`src/rtl/bp_cce_lce_req_ingress_pkg.sv`:
```
// Shared types for the CCE LCE-request ingress path: bedrock request message
// layout, decoded-entry struct handed to the CCE control FSM, and FSM states.
package bp_cce_lce_req_ingress_pkg;

  localparam int paddr_width_p     = 40;
  localparam int cce_block_width_p = 512;
  localparam int lce_id_width_p    = 8;
  localparam int cce_id_width_p    = 6;
  localparam int lce_assoc_p       = 8;
  localparam int dword_width_p     = 64;

  localparam int lg_lce_assoc_lp       = $clog2(lce_assoc_p);
  localparam int block_offset_width_lp = $clog2(cce_block_width_p/8);

  typedef enum logic [3:0] {
    e_bedrock_req_rd     = 4'd0,
    e_bedrock_req_wr     = 4'd1,
    e_bedrock_req_uc_rd  = 4'd2,
    e_bedrock_req_uc_wr  = 4'd3,
    e_bedrock_req_uc_amo = 4'd4
  } bp_bedrock_req_type_e;

  // Encoding is log2 of the size in bytes
  typedef enum logic [2:0] {
    e_bedrock_msg_size_1   = 3'd0,
    e_bedrock_msg_size_2   = 3'd1,
    e_bedrock_msg_size_4   = 3'd2,
    e_bedrock_msg_size_8   = 3'd3,
    e_bedrock_msg_size_16  = 3'd4,
    e_bedrock_msg_size_32  = 3'd5,
    e_bedrock_msg_size_64  = 3'd6,
    e_bedrock_msg_size_128 = 3'd7
  } bp_bedrock_msg_size_e;

  typedef enum logic [0:0] {
    e_bedrock_req_excl     = 1'b0,
    e_bedrock_req_non_excl = 1'b1
  } bp_bedrock_req_non_excl_e;

  typedef struct packed {
    logic [cce_id_width_p-1:0]  dst_id;
    logic [lce_id_width_p-1:0]  src_id;
    logic [lg_lce_assoc_lp-1:0] lru_way_id;
    bp_bedrock_req_non_excl_e   non_exclusive;
  } bp_bedrock_lce_req_payload_s;

  typedef struct packed {
    bp_bedrock_req_type_e        msg_type;
    logic [paddr_width_p-1:0]    addr;
    bp_bedrock_msg_size_e        size;
    bp_bedrock_lce_req_payload_s payload;
  } bp_bedrock_lce_req_header_s;

  typedef struct packed {
    bp_bedrock_lce_req_header_s   header;
    logic [cce_block_width_p-1:0] data;
  } bp_bedrock_lce_req_msg_s;

  localparam int lce_req_msg_width_lp = $bits(bp_bedrock_lce_req_msg_s);

  // Size encoding of one full cache block
  localparam bp_bedrock_msg_size_e block_size_lp =
    bp_bedrock_msg_size_e'(3'(block_offset_width_lp));

  // Flat, pre-decoded request as seen by the CCE control FSM
  typedef struct packed {
    logic [lce_id_width_p-1:0]  lce_id;
    logic [paddr_width_p-1:0]   addr;
    logic                       cached;
    logic                       write;
    logic                       non_excl;
    logic [lg_lce_assoc_lp-1:0] lru_way;
    bp_bedrock_msg_size_e       size;
    logic [dword_width_p-1:0]   uc_data;
    logic                       size_err;
  } bp_cce_lce_req_entry_s;

  // Ingress FSM states
  localparam logic [0:0] e_reset = 1'b0;
  localparam logic [0:0] e_ready = 1'b1;

  // True for the request types the CCE handles; anything else is dropped
  function automatic logic is_supported_req(bp_bedrock_req_type_e t);
    return (t == e_bedrock_req_rd) || (t == e_bedrock_req_wr)
        || (t == e_bedrock_req_uc_rd) || (t == e_bedrock_req_uc_wr);
  endfunction

endpackage

```
`src/rtl/bp_cce_lce_req_ingress_fifo.sv`:
```
// Small 1-read/1-write FIFO with valid->yumi dequeue and ready->valid enqueue.
// Head data comes straight from storage, so there is no enqueue-to-output bypass.
module bsg_fifo_1r1w_small #(
  parameter int width_p = 8,
  parameter int els_p   = 2
) (
  input  logic               clk_i,
  input  logic               reset_i,
  input  logic               v_i,
  output logic               ready_o,
  input  logic [width_p-1:0] data_i,
  output logic               v_o,
  output logic [width_p-1:0] data_o,
  input  logic               yumi_i
);

  localparam int ptr_width_lp = (els_p > 1) ? $clog2(els_p) : 1;
  localparam int cnt_width_lp = $clog2(els_p+1);
  localparam logic [ptr_width_lp-1:0] last_ptr_lp = ptr_width_lp'(els_p-1);
  localparam logic [cnt_width_lp-1:0] full_cnt_lp = cnt_width_lp'(els_p);

  logic [width_p-1:0]      mem_r [els_p];
  logic [ptr_width_lp-1:0] rptr_r, wptr_r;
  logic [cnt_width_lp-1:0] cnt_r;
  logic                    enq, deq;

  function automatic logic [ptr_width_lp-1:0] ptr_next(logic [ptr_width_lp-1:0] p);
    return (p == last_ptr_lp) ? '0 : p + 1'b1;
  endfunction

  assign ready_o = (cnt_r != full_cnt_lp);
  assign v_o     = (cnt_r != '0);
  assign enq     = v_i & ready_o;
  assign deq     = yumi_i & v_o;
  assign data_o  = mem_r[rptr_r];

  // Pointer and occupancy bookkeeping
  always_ff @(posedge clk_i) begin
    if (reset_i) begin
      rptr_r <= '0;
      wptr_r <= '0;
      cnt_r  <= '0;
    end else begin
      if (enq) wptr_r <= ptr_next(wptr_r);
      if (deq) rptr_r <= ptr_next(rptr_r);
      if (enq & ~deq)      cnt_r <= cnt_r + 1'b1;
      else if (~enq & deq) cnt_r <= cnt_r - 1'b1;
    end
  end

  // Storage write; contents need no reset since occupancy gates visibility
  always_ff @(posedge clk_i) begin
    if (enq) mem_r[wptr_r] <= data_i;
  end

endmodule

```
`src/rtl/bp_cce_lce_req_ingress.sv`:
```
// CCE-side ingress for LCE requests: screens misrouted/unsupported messages,
// decodes the header at enqueue and buffers decoded entries for the CCE FSM.
//
// state   | meaning
// --------+---------------------------------------------------------------
// e_reset | held while reset_n_i=0 and for the first cycle after release
// e_ready | steady state; accepts whenever the FIFO has room
module bp_cce_lce_req_ingress
  import bp_cce_lce_req_ingress_pkg::*;
#(
  parameter int els_p            = 2,
  parameter int drop_cnt_width_p = 8
) (
  input  logic                            clk_i,
  input  logic                            reset_n_i,
  input  logic [cce_id_width_p-1:0]       cce_id_i,
  input  logic [lce_req_msg_width_lp-1:0] lce_req_i,
  input  logic                            lce_req_v_i,
  output logic                            lce_req_ready_o,
  output logic                            req_v_o,
  input  logic                            req_yumi_i,
  output logic [lce_id_width_p-1:0]       req_lce_id_o,
  output logic [paddr_width_p-1:0]        req_addr_o,
  output logic                            req_cached_o,
  output logic                            req_write_o,
  output logic                            req_non_excl_o,
  output logic [lg_lce_assoc_lp-1:0]      req_lru_way_o,
  output logic [2:0]                      req_size_o,
  output logic [dword_width_p-1:0]        req_uc_data_o,
  output logic                            req_size_err_o,
  output logic                            err_o,
  output logic [drop_cnt_width_p-1:0]     drop_count_o
);

  localparam int entry_width_lp = $bits(bp_cce_lce_req_entry_s);

  logic [0:0]                  state_r;
  bp_bedrock_lce_req_msg_s     msg;
  bp_cce_lce_req_entry_s       entry_in, entry_out;
  logic [entry_width_lp-1:0]   fifo_data_out;
  logic                        fifo_ready, accept, drop, enq, deq;
  logic                        unused;

  assign msg = lce_req_i;

  assign lce_req_ready_o = (state_r == e_ready) & fifo_ready;
  assign accept          = lce_req_v_i & lce_req_ready_o;
  assign drop            = accept & ((msg.header.payload.dst_id != cce_id_i)
                                     | ~is_supported_req(msg.header.msg_type));
  assign enq             = accept & ~drop;
  assign deq             = req_yumi_i & req_v_o;

  // Only the low dword of the data payload is carried forward
  assign unused = ^msg.data[cce_block_width_p-1:dword_width_p];

  // Single transition out of reset
  always_ff @(posedge clk_i) begin
    if (!reset_n_i) state_r <= e_reset;
    else            state_r <= e_ready;
  end

  // Header decode into the flat entry stored in the FIFO
  always_comb begin
    entry_in          = '0;
    entry_in.lce_id   = msg.header.payload.src_id;
    entry_in.cached   = (msg.header.msg_type == e_bedrock_req_rd)
                      | (msg.header.msg_type == e_bedrock_req_wr);
    entry_in.write    = (msg.header.msg_type == e_bedrock_req_wr)
                      | (msg.header.msg_type == e_bedrock_req_uc_wr);
    entry_in.non_excl = (msg.header.msg_type == e_bedrock_req_rd)
                      & (msg.header.payload.non_exclusive == e_bedrock_req_non_excl);
    entry_in.addr     = entry_in.cached
                      ? {msg.header.addr[paddr_width_p-1:block_offset_width_lp],
                         {block_offset_width_lp{1'b0}}}
                      : msg.header.addr;
    entry_in.lru_way  = msg.header.payload.lru_way_id;
    entry_in.size     = msg.header.size;
    entry_in.uc_data  = msg.data[dword_width_p-1:0];
    entry_in.size_err = entry_in.cached & (msg.header.size != block_size_lp);
  end

  bsg_fifo_1r1w_small #(
    .width_p(entry_width_lp),
    .els_p  (els_p)
  ) fifo (
    .clk_i  (clk_i),
    .reset_i(~reset_n_i),
    .v_i    (enq),
    .ready_o(fifo_ready),
    .data_i (entry_in),
    .v_o    (req_v_o),
    .data_o (fifo_data_out),
    .yumi_i (deq)
  );

  assign entry_out      = fifo_data_out;
  assign req_lce_id_o   = entry_out.lce_id;
  assign req_addr_o     = entry_out.addr;
  assign req_cached_o   = entry_out.cached;
  assign req_write_o    = entry_out.write;
  assign req_non_excl_o = entry_out.non_excl;
  assign req_lru_way_o  = entry_out.lru_way;
  assign req_size_o     = entry_out.size;
  assign req_uc_data_o  = entry_out.uc_data;
  assign req_size_err_o = entry_out.size_err;

  // Sticky error flag and saturating drop counter
  always_ff @(posedge clk_i) begin
    if (!reset_n_i) begin
      err_o        <= 1'b0;
      drop_count_o <= '0;
    end else if (drop) begin
      err_o <= 1'b1;
      if (drop_count_o != '1) drop_count_o <= drop_count_o + 1'b1;
    end
  end

  // Consuming an empty queue is a protocol violation by the CCE FSM
  always_ff @(posedge clk_i) begin
    if (reset_n_i) yumi_without_valid: assert (!(req_yumi_i && !req_v_o));
  end

endmodule
```
`config.mk`:
```
export PLATFORM = sky130hd
export DESIGN_NAME = bp_cce_lce_req_ingress
export DESIGN_NICKNAME = d
export VERILOG_FILES = /design/src/rtl/bp_cce_lce_req_ingress_pkg.sv /design/src/rtl/bp_cce_lce_req_ingress_fifo.sv /design/src/rtl/bp_cce_lce_req_ingress.sv
export SDC_FILE = /design/constraint.sdc
export NUM_CORES = 1
export LEC_CHECK = 0
export BUFFER_PORTS_ARGS = -buffer_cell sky130_fd_sc_hd__buf_2
export CORE_AREA = 4 4 277 279
export DETAILED_ROUTE_END_ITERATION = 16
export DIE_AREA = 0 0 281 283
export GPL_TIMING_DRIVEN = 0
export HOLD_SLACK_MARGIN = 0.03
export PLACE_DENSITY = 0.37
export RECOVER_POWER = 50
export SYNTH_ARGS = -nofsm -noshare
export SYNTH_HDL_FRONTEND = slang
export SYNTH_SLANG_ARGS = --single-unit
```
`constraint.sdc`:
```
create_clock -name clk_i -period 16.6 [get_ports clk_i]
set_input_delay 1.66 -clock clk_i [delete_from_list [all_inputs] [get_ports clk_i]]
set_output_delay 1.66 -clock clk_i [all_outputs]
set_load 0.03 [all_outputs]
```
Word-level counts from Yosys, hierarchy flattened. Memory sizes are Yosys's and may differ from the RTL's. A register that Yosys moved wholly into a read port is not among the register bits. Cells that the tools add are included.

Bitwise operators: 18. Multiplexer cells: 10. Reduce and logical (&&, ||, !) cells: 7. Equality and inequality tests: 7. Add/sub/neg operators: 5.

Operators with widths (count): $and 1x1->1 (11); $add 8x1->8 const B (1); $eq 4x2->1 const B (2); $ne 8x8->1 const B (1); $mux 1 (7); $mux 6 (1); $ne 6x6->1 (1); $eq 4x1->1 const B (1); $logic_not 4->1 (1); $mux 2 (2); $not 1->1 (4); $reduce_bool 2->1 (2); $logic_or 1x1->1 (3); $ne 3x3->1 const B (1); $or 1x1->1 (3); $add 1x1->1 const B (2); $add 2x1->2 const B (1); $ne 2x2->1 const B (1); $reduce_and 2->1 (1); $sub 2x1->2 const B (1).

Memories: 1. Input port bits: 587. Output and inout port bits: 133. Register bits after elaboration: 14. Memory bits (writable): 244. Logic and storage cells: 54.

Memories: fifo.mem_r (depth 2, bits a word 122, rd ports 1, clocked after memory_dff 1, write ports 1, line bp_cce_lce_req_ingress_fifo.sv:22) `logic [width_p-1:0] mem_r [els_p];`.

Logic depth before layout (Yosys ltp).
Word-level depth: 14. Depth in mapped cells: 7. Depth with buffers taken out: 7.

Cells and area by module. Synthesis repeated with hierarchy kept, for this count alone.

Cells, all modules: 481. Area total of the unflattened synthesis: 9987.1 um2.

Modules (own cells, without submodules): bsg_fifo_1r1w_small (seq. area each 7427.1 um2, cells each 404, area an instance 9360.2 um2, times used 1); bp_cce_lce_req_ingress (seq. area each 200.2 um2, cells each 77, area an instance 626.9 um2, times used 1).

Worst setup path after synthesis. No wires, ideal clock.

Path kind: input to register. Start point: input cce_id_i[1]. End point: memory fifo.mem_r[0][0] in the netlist's numbering, enable pin. Path slack: 2151 ps. Arrival time: 13546 ps. Stages on the path: 3. Required time: 15697 ps. Library setup time: 903 ps. Path buffers: 0. Cell sequence: xnor2_1 > nand4_2 > nor4_1.

Longest elaborated chain between the ends: 8.

RTL lines: from (decl) (line bp_cce_lce_req_ingress.sv:16) `input logic [cce_id_width_p-1:0] cce_id_i,`; $ne 6x6->1 (line bp_cce_lce_req_ingress.sv:48) `assign drop = accept & ((msg.header.payload.dst_id != cce_id_i)`; $or 1x1->1 (line bp_cce_lce_req_ingress.sv:49) `| ~is_supported_req(msg.header.msg_type));`; $and 1x1->1 (line bp_cce_lce_req_ingress.sv:48); $not 1->1 (line bp_cce_lce_req_ingress.sv:50) `assign enq = accept & ~drop;`; $and 1x1->1 (line bp_cce_lce_req_ingress.sv:50); $and 1x1->1 (line bp_cce_lce_req_ingress_fifo.sv:33) `assign enq = v_i & ready_o;`; $mux 1 (line bp_cce_lce_req_ingress_fifo.sv:53) `if (enq) mem_r[wptr_r] <= data_i;`; $mux 1 (implied by the code) (line bp_cce_lce_req_ingress_fifo.sv:53); to (decl) (line bp_cce_lce_req_ingress_fifo.sv:22).

Every way passes these cells.

Worst setup path in the final report.
Start point: input cce_id_i[1]. End point: memory fifo.mem_r[1][94] in the netlist's numbering, enable pin.

Longest elaborated chain between the ends: 8.

RTL lines: $ne 6x6->1 (line bp_cce_lce_req_ingress.sv:48); $or 1x1->1 (line bp_cce_lce_req_ingress.sv:49); $and 1x1->1 (line bp_cce_lce_req_ingress.sv:48); $not 1->1 (line bp_cce_lce_req_ingress.sv:50); $and 1x1->1 (line bp_cce_lce_req_ingress.sv:50); $and 1x1->1 (line bp_cce_lce_req_ingress_fifo.sv:33); via fifo.enq (line bp_cce_lce_req_ingress_fifo.sv:25) `logic enq, deq;`; $mux 1 (line bp_cce_lce_req_ingress_fifo.sv:53); $mux 1 (implied by the code) (line bp_cce_lce_req_ingress_fifo.sv:53).

The timed path passes the listed nets, and every way through them passes these cells.

==> summary.txt <==
Die
  • Area of the core: 74,200 um2
  • Starting density of the core: 13.0%
  • Die outline width: 281 um
  • Ports: 720
  • Die area: 79,500 um2
  • Num rows: 100
  • Die Y: 283 um

Yosys
  • Mapped Area: 9610 um2
  • Syn_area_per_cell: 20.1 um2
  • Post-synthesis sequential area ratio: 79.3%
  • Synth Instances: 479
  • YS warnings: 0
  • Distinct cells, synth: 38
  • Syn Nets: 1,068
  • Seq cells post-synth: 259

Detailed routing
  • Routed Antenna Nets: 0
  • Via count: 5,543
  • Initial DRC count: 167
  • DRT Pass-1 Iters: 4
  • Number of vias per cell: 3.06
  • DRT Wirelength: 32.0 mm
  • Routed length per placed instance: 17.7 um
  • Drt drc: 0

Clock network
  • CTS Hold Bufs: 0
  • CTS tree: built
  • CTS H-tree lvls: 2
  • CTS Sinks: 259
  • Clock transition at path regs: 60 ps
  • Clock buffer depth: 3
  • CTS Buf Count: 34
  • CTS resizes: 0
  • Root buf cell: clkbuf_16
  • Clk Latency, worst-skew pair: 530 ps
  • Post-CTS setup buffers: 0

Placement
  • Post-DP HPWL: 25.0 mm
  • IO Port Bufs: 271
  • Place WS: 12,370 ps
  • Routability congestion estimate: 0.699
  • Post-DP Area: 12,400 um2

Timing
  • Slew @ Worst Pin: 2430 ps
  • Tcrit/Tclk final: 28.3%
  • Worst Skew: 21.2 ps
  • Final slew viol count: 28
  • RSZ-0062 raised after global routing: no
  • Slew HR: -62.0%
  • Minimum clock period: 4690 ps
  • Fmax: 213 MHz
  • Fin. Hold Viols: 0
  • Setup TNS: 0 ps
  • Final WS setup: 11,910 ps
  • Setup violators final: 0

Cells and area
  • Core Util, Final: 18.0%
  • Commonest non-fill, non-tap cells in the layout: edfxtp_1 (244), buf_2 (218), mux2_2 (122), clkbuf_1 (73), clkbuf_16 (34)
  • Most common cell after layout, fill and taps aside: edfxtp_1
  • Post-route cell area: 13,400 um2
  • Nets: 1,397
  • Area grow syn2layout: 39.3%
  • Fillers: 8,075
  • Layout cell share with drive strength beyond 1: 49.5%

Power and ir drop
  • Peak VDD IR: 0.0000724 V
  • Pleak: 4.51 nW
  • Cell Pwr Density: 115 nW/um2
  • Total power: 1.55 mW

GRT
  • Global-route wire length before repair: 44.7 mm
  • Total track usage: 7.93%
  • Largest net degree at the start of global routing: 51
  • Vias in the first global route: 6,057
  • Antenna violations before repair: 24
  • GR Overflow Total: 0

Critical path
  • Worst Path Buf+Inv: 2
  • CP top delay family: simple AND/OR/NAND/NOR gates
  • WP data required: 16,780 ps
  • R2R setup slack: 12,870 ps
  • Worst Setup End Kind: flop
  • Critical Path Fanout Max: 50
  • CP cell instances: clkbuf_1 > xnor2_1 > nand4_1 > nor3_1 > and2_0 > buf_16
  • Slowest-stage cell, CP: and2_0
  • Startpoint Class: input port
  • Setup CP Type: input port to flop
  • R2R Path End: fifo.mem_r[1][94]
  • Crit-path max cell delay: 1840 ps
  • R2R Path Start: fifo.cnt_r[0]
  • Arrival time at the worst endpoint: 4870 ps
  • FF-to-FF path depth: 5

Min path
  • Worst Hold Launch: err_o
  • Hold Path Cell Cnt: 1
  • Hold Path End: err_o
  • Hold WC Path Type: flop to flop

Status
  • Failing checks: capacitance limit, slew limit
  • Status: finished, violations left

Flow run
  • Max_cap viols: 1
==> worst max-delay path by stage <==
| stage | startpoint | end | slack (ps) | cells after the start |
|---|---|---|---|---|
| detailed placement | flop | req_addr_o[20] | 12370 | 5 |
| CTS | flop | req_addr_o[20] | 11770 | 5 |
| global route | cce_id_i[1] | fifo.mem_r[1][94] | 11470 | 6 |
| global placement | cce_id_i[3] | fifo.mem_r[0][40] | -8430 | 4 |
| finish | cce_id_i[1] | fifo.mem_r[1][94] | 11910 | 6 |
| floorplan | cce_id_i[1] | fifo.mem_r[0][0] | 2150 | 3 |
==> flip-flops by register name, indices dropped and copies added (netlist names), named ones only <==
register      cells
fifo.cnt_r        2
fifo.wptr_r       1
fifo.rptr_r       1
fifo.mem_r      244
state_r           1
drop_count_o      8
err_o             1
==> routing by layer <==
| metal | track usage (%) | up-vias | routed length (um) |
|---|---|---|---|
| met5 | 0 | - | 120 |
| met4 | 2.12 | 20 | 843 |
| met3 | 4.97 | 75 | 4250 |
| met2 | 13.4 | 223 | 15400 |
| met1 | 8.21 | 2660 | 11400 |
| li1 | - | 2565 | - |
==> stage by stage <==
step / hold WS, ps / std cells
6_report: 481 / 1811
5_1_grt: 510 / 1803
4_1_cts: 478 / 1803
3_5_place_dp: 461 / 1741
3_3_place_gp: 451 / 1719
2_1_floorplan: 461 / 479
==> Yosys cell counts (all sizes together) <==
cell type  count  area share [%]
nor2          10            0.42
or4            1           0.078
nand3          7            0.47
or2            1           0.065
nor2b          6            0.39
mux2         122              14
clkinv         1           0.039
a21oi          4            0.21
and2           3            0.20
nand4          1            0.13
o21ai          5            0.26
xnor2          7            0.64
o2111ai        1           0.091
o211ai         1            0.13
edfxtp       244              76
xor2           5            0.46
or2b           1           0.091
clkbuf         3            0.12
ha             2            0.26
o31ai          1           0.078
nand2          8            0.31
nand2b         1           0.065
and3b          1           0.091
nor3           2            0.16
nor4b          1           0.091
and3           2            0.18
nor4           2            0.13
mux2i          2            0.21
buf           12            0.57
inv            1           0.039
o21a           2            0.16
or3            4            0.26
dfxtp         15             3.1
==> cell type report <==
cell class / count / area (um2) / area share (%)
repair buffers: 293 / 1470 / 11.0
clock inverters: 24 / 229 / 1.71
flip-flops and latches: 259 / 7630 / 57.0
multi-input cells: 203 / 1890 / 14.1
clock buffers: 38 / 866 / 6.47
plain buffers: 15 / 66.3 / 0.495
well taps: 969 / 1210 / 9.06
diodes: 8 / 20.0 / 0.150
inverters: 2 / 7.51 / 0.0561
==> kinds of logic (layout without fill, tap and decap cells) <==
group	count (synthesis)	count (layout)	share of synthesized area (%)
flip-flops	259	259	79.3
multiplexers	124	124	14.5
AND/OR/NAND/NOR	51	51	3.12
buffers and inverters	17	372	0.768
AO/OA/AOI/OAI	14	14	0.924
XOR/XNOR	12	12	1.09
adder cells (fa/ha/maj)	2	2	0.260
other	0	8	0
==> power by group <==
group	switching (mW)	internal [mW]	total, mW
Combinational	0.0718	0.0417	0.113
Sequential	0.00123	0.716	0.717
Clock	0.288	0.427	0.715
Note: power is estimated with default switching activity, not from simulation.
